File: config.mk
export PLATFORM = sky130hd
export DESIGN_NAME = core_data_router
export DESIGN_NICKNAME = d
export VERILOG_FILES = /design/src/rtl/core_data_router.sv
export SDC_FILE = /design/constraint.sdc
export NUM_CORES = 1
export LEC_CHECK = 0
export BUFFER_PORTS_ARGS = -buffer_cell sky130_fd_sc_hd__buf_2
export CAP_MARGIN = 5
export CELL_PAD_IN_SITES_DETAIL_PLACEMENT = 1
export CELL_PAD_IN_SITES_GLOBAL_PLACEMENT = 2
export CORE_MARGIN = 5
export CORE_UTILIZATION = 13
export DETAILED_ROUTE_END_ITERATION = 8
export PLACE_DENSITY = 0.93
export SLEW_MARGIN = 20
export SYNTH_ARGS = -nofsm -noshare
export SYNTH_HDL_FRONTEND = slang
export SYNTH_SLANG_ARGS = --single-unit
export TNS_END_PERCENT = 30
File: constraint.sdc
create_clock -name clk -period 6 [get_ports clk]
set_input_delay 0.6 -clock clk [delete_from_list [all_inputs] [get_ports clk]]
set_output_delay 0.6 -clock clk [all_outputs]
set_load 0.05 [all_outputs]
File: src/rtl/core_data_router.sv
// Address-decoding router from the core data port to the RAM and peripheral targets.
// Keeps an in-order tag queue so responses return in request order and unmapped accesses complete with an error.
module core_data_router #(
  parameter logic [31:0] RAM_BASE        = 32'h0000_0000,
  parameter logic [31:0] RAM_MASK        = 32'hFFFF_0000,
  parameter logic [31:0] PERI_BASE       = 32'h1A10_0000,
  parameter logic [31:0] PERI_MASK       = 32'hFFFF_0000,
  parameter int          MAX_OUTSTANDING = 2
) (
  input  logic        clk,
  input  logic        rst,
  input  logic        data_req_i,
  output logic        data_gnt_o,
  input  logic [31:0] data_addr_i,
  input  logic        data_we_i,
  input  logic [3:0]  data_be_i,
  input  logic [31:0] data_wdata_i,
  output logic        data_rvalid_o,
  output logic [31:0] data_rdata_o,
  output logic        data_err_o,
  output logic        ram_req,
  output logic [31:0] ram_addr,
  output logic        ram_write,
  output logic [3:0]  ram_be,
  output logic [31:0] ram_wdata,
  input  logic        ram_gnt,
  input  logic        ram_rvalid,
  input  logic [31:0] ram_rdata,
  output logic        peri_req,
  output logic [31:0] peri_addr,
  output logic        peri_write,
  output logic [3:0]  peri_be,
  output logic [31:0] peri_wdata,
  input  logic        peri_gnt,
  input  logic        peri_rvalid,
  input  logic [31:0] peri_rdata
);

  localparam int PW = (MAX_OUTSTANDING > 1) ? $clog2(MAX_OUTSTANDING) : 1;
  localparam int CW = $clog2(MAX_OUTSTANDING + 1);

  localparam logic [1:0] TGT_RAM  = 2'd0;
  localparam logic [1:0] TGT_PERI = 2'd1;
  localparam logic [1:0] TGT_ERR  = 2'd2;

  logic [1:0]    r_tag [MAX_OUTSTANDING];
  logic [PW-1:0] r_wptr;
  logic [PW-1:0] r_rptr;
  logic [CW-1:0] r_cnt;

  logic [1:0]    w_tgt;
  logic [1:0]    w_head;
  logic [1:0]    w_last;
  logic [PW-1:0] w_last_ptr;
  logic          w_empty;
  logic          w_pop;
  logic          w_push;
  logic          w_issue_ok;
  logic          w_ram_resp_ok;
  logic          w_peri_resp_ok;

  function automatic logic [PW-1:0] ptr_inc(input logic [PW-1:0] p);
    return (p == PW'(MAX_OUTSTANDING - 1)) ? '0 : p + 1'b1;
  endfunction

  // RAM wins when both regions match.
  always_comb begin
    w_tgt = TGT_ERR;
    if ((data_addr_i & RAM_MASK) == RAM_BASE)
      w_tgt = TGT_RAM;
    else if ((data_addr_i & PERI_MASK) == PERI_BASE)
      w_tgt = TGT_PERI;
  end

  assign w_empty        = (r_cnt == '0);
  assign w_head         = r_tag[r_rptr];
  assign w_last_ptr     = (r_wptr == '0) ? PW'(MAX_OUTSTANDING - 1) : r_wptr - 1'b1;
  assign w_last         = r_tag[w_last_ptr];
  assign w_ram_resp_ok  = !w_empty && (w_head == TGT_RAM);
  assign w_peri_resp_ok = !w_empty && (w_head == TGT_PERI);

  // An ERR head completes on its own the cycle it reaches the head.
  assign w_pop = (w_ram_resp_ok && ram_rvalid) ||
                 (w_peri_resp_ok && peri_rvalid) ||
                 (!w_empty && (w_head == TGT_ERR));

  // A target switch may issue in the cycle the last outstanding response pops.
  assign w_issue_ok = ((r_cnt < CW'(MAX_OUTSTANDING)) || w_pop) &&
                      (w_empty || (w_tgt == w_last) || ((r_cnt == CW'(1)) && w_pop));

  assign ram_req  = data_req_i && w_issue_ok && (w_tgt == TGT_RAM);
  assign peri_req = data_req_i && w_issue_ok && (w_tgt == TGT_PERI);

  always_comb begin
    data_gnt_o = 1'b0;
    case (w_tgt)
      TGT_RAM:  data_gnt_o = ram_req && ram_gnt;
      TGT_PERI: data_gnt_o = peri_req && peri_gnt;
      default:  data_gnt_o = data_req_i && w_issue_ok;
    endcase
  end

  assign w_push = data_gnt_o;

  assign ram_addr   = data_addr_i;
  assign ram_write  = data_we_i;
  assign ram_be     = data_be_i;
  assign ram_wdata  = data_wdata_i;
  assign peri_addr  = data_addr_i;
  assign peri_write = data_we_i;
  assign peri_be    = data_be_i;
  assign peri_wdata = data_wdata_i;

  assign data_rvalid_o = w_pop;
  assign data_err_o    = w_pop && (w_head == TGT_ERR);

  always_comb begin
    data_rdata_o = '0;
    if (w_pop) begin
      case (w_head)
        TGT_RAM:  data_rdata_o = ram_rdata;
        TGT_PERI: data_rdata_o = peri_rdata;
        default:  data_rdata_o = '0;
      endcase
    end
  end

  always_ff @(posedge clk) begin
    if (rst) begin
      r_wptr <= '0;
      r_rptr <= '0;
      r_cnt  <= '0;
    end else begin
      if (w_push)
        r_wptr <= ptr_inc(r_wptr);
      if (w_pop)
        r_rptr <= ptr_inc(r_rptr);
      case ({w_push, w_pop})
        2'b10:   r_cnt <= r_cnt + 1'b1;
        2'b01:   r_cnt <= r_cnt - 1'b1;
        default: r_cnt <= r_cnt;
      endcase
    end
  end

  // Tag storage is pure data; the pointers and count alone define which entries are live.
  always_ff @(posedge clk) begin
    if (w_push)
      r_tag[r_wptr] <= w_tgt;
  end

`ifdef CORE_DATA_ROUTER_STRAY_ASSERT
  // Stray responses are dropped; define the macro to flag them (legal after a mid-flight reset).
  always_ff @(posedge clk) begin
    if (!rst) begin
      assert (!(ram_rvalid && !w_ram_resp_ok)) else $error("stray ram_rvalid dropped");
      assert (!(peri_rvalid && !w_peri_resp_ok)) else $error("stray peri_rvalid dropped");
    end
  end
`endif

endmodule

# == Word level (Yosys, flattened, before mapping) ==
# Memory sizes are Yosys's and may differ from the RTL's. A register that Yosys moved wholly into a read port is not among the register bits.
# Index checks and enable logic that the tools add are counted.
# totals
mem_bits_rw,4
regBits,4
input_bits,140
memories,1
# op_classes
add_sub_neg,5
muxes,13
n_eq_ne,8
n_reduce_logical,24
n_lt_le_gt_ge,1
# mem_list
name,words,width,rd,rd_ports_with_merged_regs,wr,line_no,rtl
r_tag,2,2,2,1,1,46,logic [1:0] r_tag [MAX_OUTSTANDING];
# op_table
cell,count
32-bit case mux with 2 select lines,1
32-bit zero test,1
32-bit 2-to-1 mux,1
"16-bit by 13-bit equality test with 1-bit output, second input constant",1
1-bit logical AND,13
"2-bit by 1-bit equality test with 1-bit output, second input constant",4
1-bit 2-to-1 mux,7
2-bit zero test,3
1-bit logical OR,5
"2-bit equality test, second input constant",2
2-bit 2-to-1 mux,2
2-bit case mux with 2 select lines,1
"1-bit adder, second input constant",2
"2-bit by 1-bit adder with 2-bit output, second input constant",1
2-bit equality test,1
"2-bit less-than comparator, second input constant",1
1-bit case mux with 2 select lines,1
2-bit nonzero test,1
"2-bit by 1-bit subtractor with 2-bit output, second input constant",1
1-bit zero test,1
"1-bit subtractor, second input constant",1

# == Longest topological paths before layout ==
# Gate-level depths: netlist of the first run.
# depth
depth_word,15
mapped_depth,10
ltp_nobuf,10

# == Least setup slack after synthesis of the first run ==
# Ideal clock, no wire load.
# synth_timing
path_type,in2out
start,input ram_rvalid
end,output data_rdata_o[10]
path_buffers,1
slack_ns,2.617
path_stages,6
arrival_time_ns,2.783
path_cell_list,nor2_1 > o32a_1 > a21oi_2 > nand2_1 > clkbuf_1 > a21oi_1
# synth_between
elab_chain_cells,4
# synth_rtl
element,line_no,rtl
"start, declared",27,"input logic ram_rvalid,"
1-bit logical AND,83,assign w_pop = (w_ram_resp_ok && ram_rvalid) ||
1-bit logical OR,83,
1-bit logical OR,84,(w_peri_resp_ok && peri_rvalid) ||
net data_rvalid_o,18,"output logic data_rvalid_o,"
32-bit 2-to-1 mux,119,if (w_pop) begin
"end, declared",19,"output logic [31:0] data_rdata_o,"
# The timed path passes the listed nets, and every way through them passes these cells.

==> out/qor.csv, run 1 <==
metric,value,unit
status,"finished, final reports clean",
design area,0.00226,mm^2
hold_sp,r_rptr,
most frequent cells after synthesis,"138 x buf_4, 67 x nand2_1, 32 x a21oi_1, 11 x nor2_1, 9 x clkbuf_1",
Sum Neg Setup Slack,0,ps
count of cell types in the netlist,40,
Die ar.,0.0195,mm^2
Pre-antenna DRT Iters,4,
H-tree depth,1,
Fin. Hold Viols,0,
Setup crit end kind,primary output,
async set-reset flop share out of synthesis,0,
detailed placement HPWL,6050,um
cts-stage hold buffer count,0,
CTS tree,done,
Peak VDD IR,89.3,uV
Yosys top cell area share,0.475,
worst endpoint required time,5400,ps
min cycle time layout,3120,ps
layout cells sized above 1,0.532,
Clock transition at path regs,40,ps
CP cell instances,"o32a_1, a21oi_2, nand2_1, buf_4, a21oi_1, buf_2",
Syn Nets,455,
Max Fclk,321,MHz
top-count cell post-synth,buf_4,
drt wl/cell,13.2,um
Die Span Y,139,um
CP peak stage delay,460,ps
critical path class,reg -> out,
Rows,47,
DRC,0,
fin worst setup slack,2880,ps
Critical-path top delay cell,edfxtp_1,
Post-Syn Instances,312,
"Seq/Total Area, Yosys",0.101,
Worst Skew,1.05,ps
first-pass GRT wire length,11100,um
Ant. Diodes,0,
Worst-Margin Slew,733,ps
Post-synth EDFFs,4,
LEAKAGE,1.16,nW
vias post-DR,1880,
CTS max path bufs,2,
Post-Place Worst Slack,2870,ps
post-CTS sizing,0,
register bit total from synthesis,9,
CP top delay family,compound AO/OA/AOI/OAI gates,
CP arrival,2520,ps
WL final,7210,um
crit path buf inv count,2,
worst-path maximum fanout,25,
Crit Reg-Reg Endpoint,r_cnt[1],
final setup fails,0,
vias per cell,3.45,
1st-iter DRT viols,23,
final worst-path cycle share,0.520,
Final Wtd Congestion,0.755,
WHS Endpoint,r_rptr,
Hold Path Stages,2,
# placed instances,540,
number of CTS-inserted buffers,3,
"antenna viol nets, final",0,
YS warnings,0,
Max-Cap Viols,0,
Hold Crit Class,reg -> reg,
setup repair bufs after CTS,0,
Final Non-Filler Cells,545,
area post-placement,0.00217,mm^2
width of the die,139,um
post-synth top area cell,buf_4,
main flop type after synthesis,dfxtp_1,
layout net count,469,
area delta synth->final,3.85,%
r2r setup slk,3600,ps
initial antenna violation count,0,
pin count of the biggest net entering global routing,34,
Port Buffers,155,
CTS Sinks,9,
startpoint types,register,
max-slew violations,0,
Mapped Area,0.00218,mm^2
Worst-Skew Late Latency,230,ps
syn_area_per_cell,6.99,um^2
PD cells,275,mW/mm^2
Hold Slack,516,ps
ranking of synthesized cells by area,"buf_4 48%, nand2_1 12%, a21oi_1 7.3%",
worst r2r path cells,8,
RSZ-0062 raised after global routing,no,
Crit Reg-Reg Startpoint,r_tag[0][0],
Slew headroom,0.511,
Starting Density,0.132,
grt total ovfl,0,
vias in the first global route,1993,
core area,0.0165,mm^2
Clock Tree Root,clkbuf_16,
All-Layer GR Usage,0.0689,
I/O pin count,315,
[worst min-delay path: cells and delay by family, from the launching register on]
family                    cells  cell delay, ps
xor gates and xnor gates      1              90
DFF                           1             310
and+or+nand+nor               1              80
[stage by stage]
step | power (mW) | utilization
5_1_grt | 0.682 | 0.137
6_report | 0.623 | 0.137
4_1_cts | 0.632 | 0.136
2_1_floorplan | 0.594 | -
3_5_place_dp | 0.509 | 0.131
3_3_place_gp | 0.502 | 0.131
[layout by cell type, fill, tap and decap left out, types with 2 or more instances in the layout]
cell type / count
buf_2: 155
nor4_4: 3
a221oi_1: 2
nor2_1: 11
o21ai_1: 2
inv_1: 3
dfxtp_1: 5
mux2i_1: 3
clkbuf_16: 3
xor2_1: 3
edfxtp_1: 4
ha_1: 3
a21oi_1: 32
nand2_1: 67
[cells by family (layout without fill, tap and decap cells)]
kind of cell / count (synthesis) / after routing / synth area share
adders and majority gates: 3 / 3 / 0.0172
and+or+nand+nor: 95 / 95 / 0.215
DFF: 9 / 9 / 0.101
buffers and inverters: 152 / 165 / 0.504
AOI/OAI and AO/OA: 42 / 42 / 0.109
muxes: 6 / 6 / 0.0304
xor gates and xnor gates: 5 / 5 / 0.0235
[worst max-delay path by stage]
stage / slack [ps] / start / to / depth (start not counted)
floorplan: 2620 / ram_rvalid / data_rdata_o[10] / 6
global placement: 2950 / ram_rvalid / data_rdata_o[5] / 8
detailed placement: 2870 / ram_rvalid / data_rdata_o[16] / 8
CTS: 2790 / r_tag[0][0] / data_rdata_o[16] / 6
global route: 2700 / r_tag[0][0] / data_rdata_o[30] / 6
finish: 2880 / r_tag[0][0] / data_rdata_o[16] / 6
[where the power goes]
part | leakage (nW) | switching (mW) | internal (mW)
clock network | 0.0382 | 0.0289 | 0.0888
logic | 1.04 | 0.266 | 0.135
registers | 0.0731 | 0.0214 | 0.0830
total | 1.16 | 0.316 | 0.307
[metal layers]
| metal | track usage | part of all wire |
|---|---|---|
| met1 | 0.0711 | 0.35 |
| met5 | 0 | 0 |
| met2 | 0.118 | 0.49 |
| met4 | 0.0273 | 0.028 |
| met3 | 0.0364 | 0.13 |
[cell type report]
cell class                      count  area, um^2
Inverter                            4        17.5
Timing Repair Buffer              157         798
Multi-Input combinational cell    151         873
Tap cell                          220         275
Clock buffer                        4        78.8
Fill cell                        2080       14300
Sequential cell                     9         220
Power figures use the tool's default switching activity.
==> inputs of run 2 (changes only) <==
Settings changed: CORE_UTILIZATION 13 to 12, PLACE_DENSITY 0.93 to 0.87.
Clock period 6 ns to 3.15 ns, I/O delays scaled along.
==> run 2 against run 1 <==
Net effect:
- cell area up 1.3%
- clock skew up 1.4 ps
- largest power group unchanged
- sequential cell count unchanged
- first-iteration DRC count rose to 3.9 times the previous value
- utilization down 0.89 points
==> out/qor.csv, run 2 (synthesis gave the netlist of run 1 again) <==
metric,value,unit,change
status,"finished, final reports clean",,unchanged
fin worst setup slack,483,ps,was 2880 ps
min cycle time layout,2670,ps,
LEAKAGE,1.16,nW,about the same
Top Metal Used,met4,,unchanged
Fin. Hold Viols,0,,unchanged
worst-path maximum fanout,29,,was 25
worst endpoint required time,2830,ps,was 5400 ps
Rows,49,,was 47
Crit Reg-Reg Startpoint,r_tag[0][0],,unchanged
All-Layer GR Usage,0.0643,,was 0.0689
Ant. Diodes,0,,unchanged
core area,0.0179,mm^2,was 0.0165 mm^2
critical path class,reg -> out,,unchanged
area delta synth->final,5.17,%,was 3.85%
final worst-path cycle share,0.847,,
vias per cell,3.36,,was 3.45
CTS Sinks,9,,unchanged
Hold Slack,346,ps,was 516 ps
Crit Reg-Reg Endpoint,r_cnt[1],,unchanged
Max Fclk,375,MHz,
max-slew violations,0,,unchanged
Setup crit end kind,primary output,,unchanged
Worst-Skew Late Latency,230,ps,about the same
first-pass GRT wire length,10600,um,was 11100 um
worst r2r path cells,8,,unchanged
Die Span Y,145,um,was 139 um
PD cells,526,mW/mm^2,was 275 mW/mm^2
r2r setup slk,780,ps,was 3600 ps
vias in the first global route,1885,,was 1993
drt wl/cell,13.8,um,was 13.2 um
CP cell instances,"o32a_1, a21oi_2, nand2_1, buf_12, a21oi_1, buf_2",,"was o32a_1, a21oi_2, nand2_1, buf_4, a21oi_1, buf_2"
Peak VDD IR,351,uV,was 89.3 uV
most frequent cells in the layout,"155 x buf_2, 67 x nand2_1, 32 x a21oi_1",,unchanged
Critical-path top delay cell,edfxtp_1,,unchanged
1st-iter DRT viols,90,,was 23
layout cells sized above 1,0.532,,unchanged
Starting Density,0.122,,was 0.132
DRC,0,,unchanged
Clock transition at path regs,40,ps,about the same
Sum Neg Setup Slack,0,ps,unchanged
CTS tree,done,,unchanged
CTS max path bufs,2,,unchanged
WL final,7670,um,was 7210 um
Post-Place Worst Slack,664,ps,was 2870 ps
pin count of the biggest net entering global routing,34,,unchanged
Clock Tree Root,clkbuf_16,,unchanged
M1 WL,2990,um,was 2550 um
cts-stage hold buffer count,0,,unchanged
"most common cell after layout, fill and taps aside",buf_2,,unchanged
I/O pin count,315,,unchanged
CP arrival,2350,ps,was 2520 ps
Die ar.,0.0210,mm^2,was 0.0195 mm^2
Final Wtd Congestion,0.675,,was 0.755
CP peak stage delay,460,ps,about the same
Pre-antenna DRT Iters,4,,unchanged
WL met2,3410,um,was 3500 um
startpoint types,register,,unchanged
detailed placement HPWL,6430,um,was 6050 um
number of CTS-inserted buffers,3,,unchanged
Worst-Margin Slew,741,ps,was 733 ps
WHS Endpoint,r_cnt[0],,was r_rptr
layout net count,469,,unchanged
grt total ovfl,0,,unchanged
Max-Cap Viols,0,,unchanged
H-tree depth,1,,unchanged
post-CTS sizing,0,,unchanged
initial antenna violation count,0,,unchanged
"antenna viol nets, final",0,,unchanged
RSZ-0062 raised after global routing,no,,unchanged
Hold Path Stages,2,,unchanged
width of the die,145,um,was 139 um
fill count,2243,,was 2080
Worst Skew,2.46,ps,was 1.05 ps
hold_sp,rst,,was r_rptr
DR WL met3,962,um,was 959 um
Hold Crit Class,in -> reg,,was reg -> reg
final setup fails,0,,unchanged
Slew headroom,0.506,,was 0.511
setup repair bufs after CTS,0,,unchanged
Port Buffers,155,,unchanged
vias post-DR,1864,,was 1880
-- run 2: cell types whose count changed in the layout (fill, tap and decap cells not counted) --
cell,delta
buf_12,+2
buf_4,-1
buf_8,-1
-- run 2: stage by stage --
step / area, um^2 / util / std cells / power [mW]
2_1_floorplan: 2180 / - / 312 / 1.13
3_3_place_gp: 2210 / 0.124 / 550 / 1.01
3_5_place_dp: 2210 / 0.124 / 550 / 1.01
4_1_cts: 2290 / 0.128 / 554 / 1.23
5_1_grt: 2290 / 0.128 / 554 / 1.31
6_report: 2290 / 0.128 / 554 / 1.21
-- run 2: cell type report --
cell class / count / area, um^2 / area share
flip-flops and latches: 9 / 220 / 0.0961
clock buffers: 4 / 78.8 / 0.0344
inverters: 4 / 17.5 / 0.00764
repair buffers: 157 / 816 / 0.356
well taps: 229 / 287 / 0.125
multi-input cells: 151 / 873 / 0.381
-- run 2: critical path: cells and delay by family, from the launching register on --
kind | cells | cell delay (ps)
AOI/OAI and AO/OA | 3 | 880
buffers and inverters | 2 | 520
and+or+nand+nor | 1 | 240
DFF | 1 | 460
-- run 2: power by group --
part           leakage [nW]  switching (mW)  internal, mW
registers            0.0731          0.0423         0.158
clock network        0.0382          0.0508         0.169
logic                  1.05           0.522         0.264
-- run 2: worst max path at each step --
| stage | start | end | depth (start not counted) | slack [ps] |
|---|---|---|---|---|
| 5_1_grt | r_tag[0][0] | data_rdata_o[29] | 6 | 310 |
| 3_5_place_dp | r_tag[0][0] | data_rdata_o[29] | 6 | 660 |
| 2_1_floorplan | r_tag[0][0] | data_rdata_o[10] | 5 | 190 |
| 4_1_cts | r_tag[0][0] | data_rdata_o[29] | 6 | 410 |
| 3_3_place_gp | r_tag[0][0] | data_rdata_o[29] | 6 | 750 |
| 6_report | r_tag[0][0] | data_rdata_o[28] | 6 | 480 |
-- run 2: per-layer routing --
layer	vias to the layer above	global-route usage
met2	111	0.0949
met3	33	0.0312
met4	0	0.0309
li1	898	-
met1	822	0.0781
met5	-	0
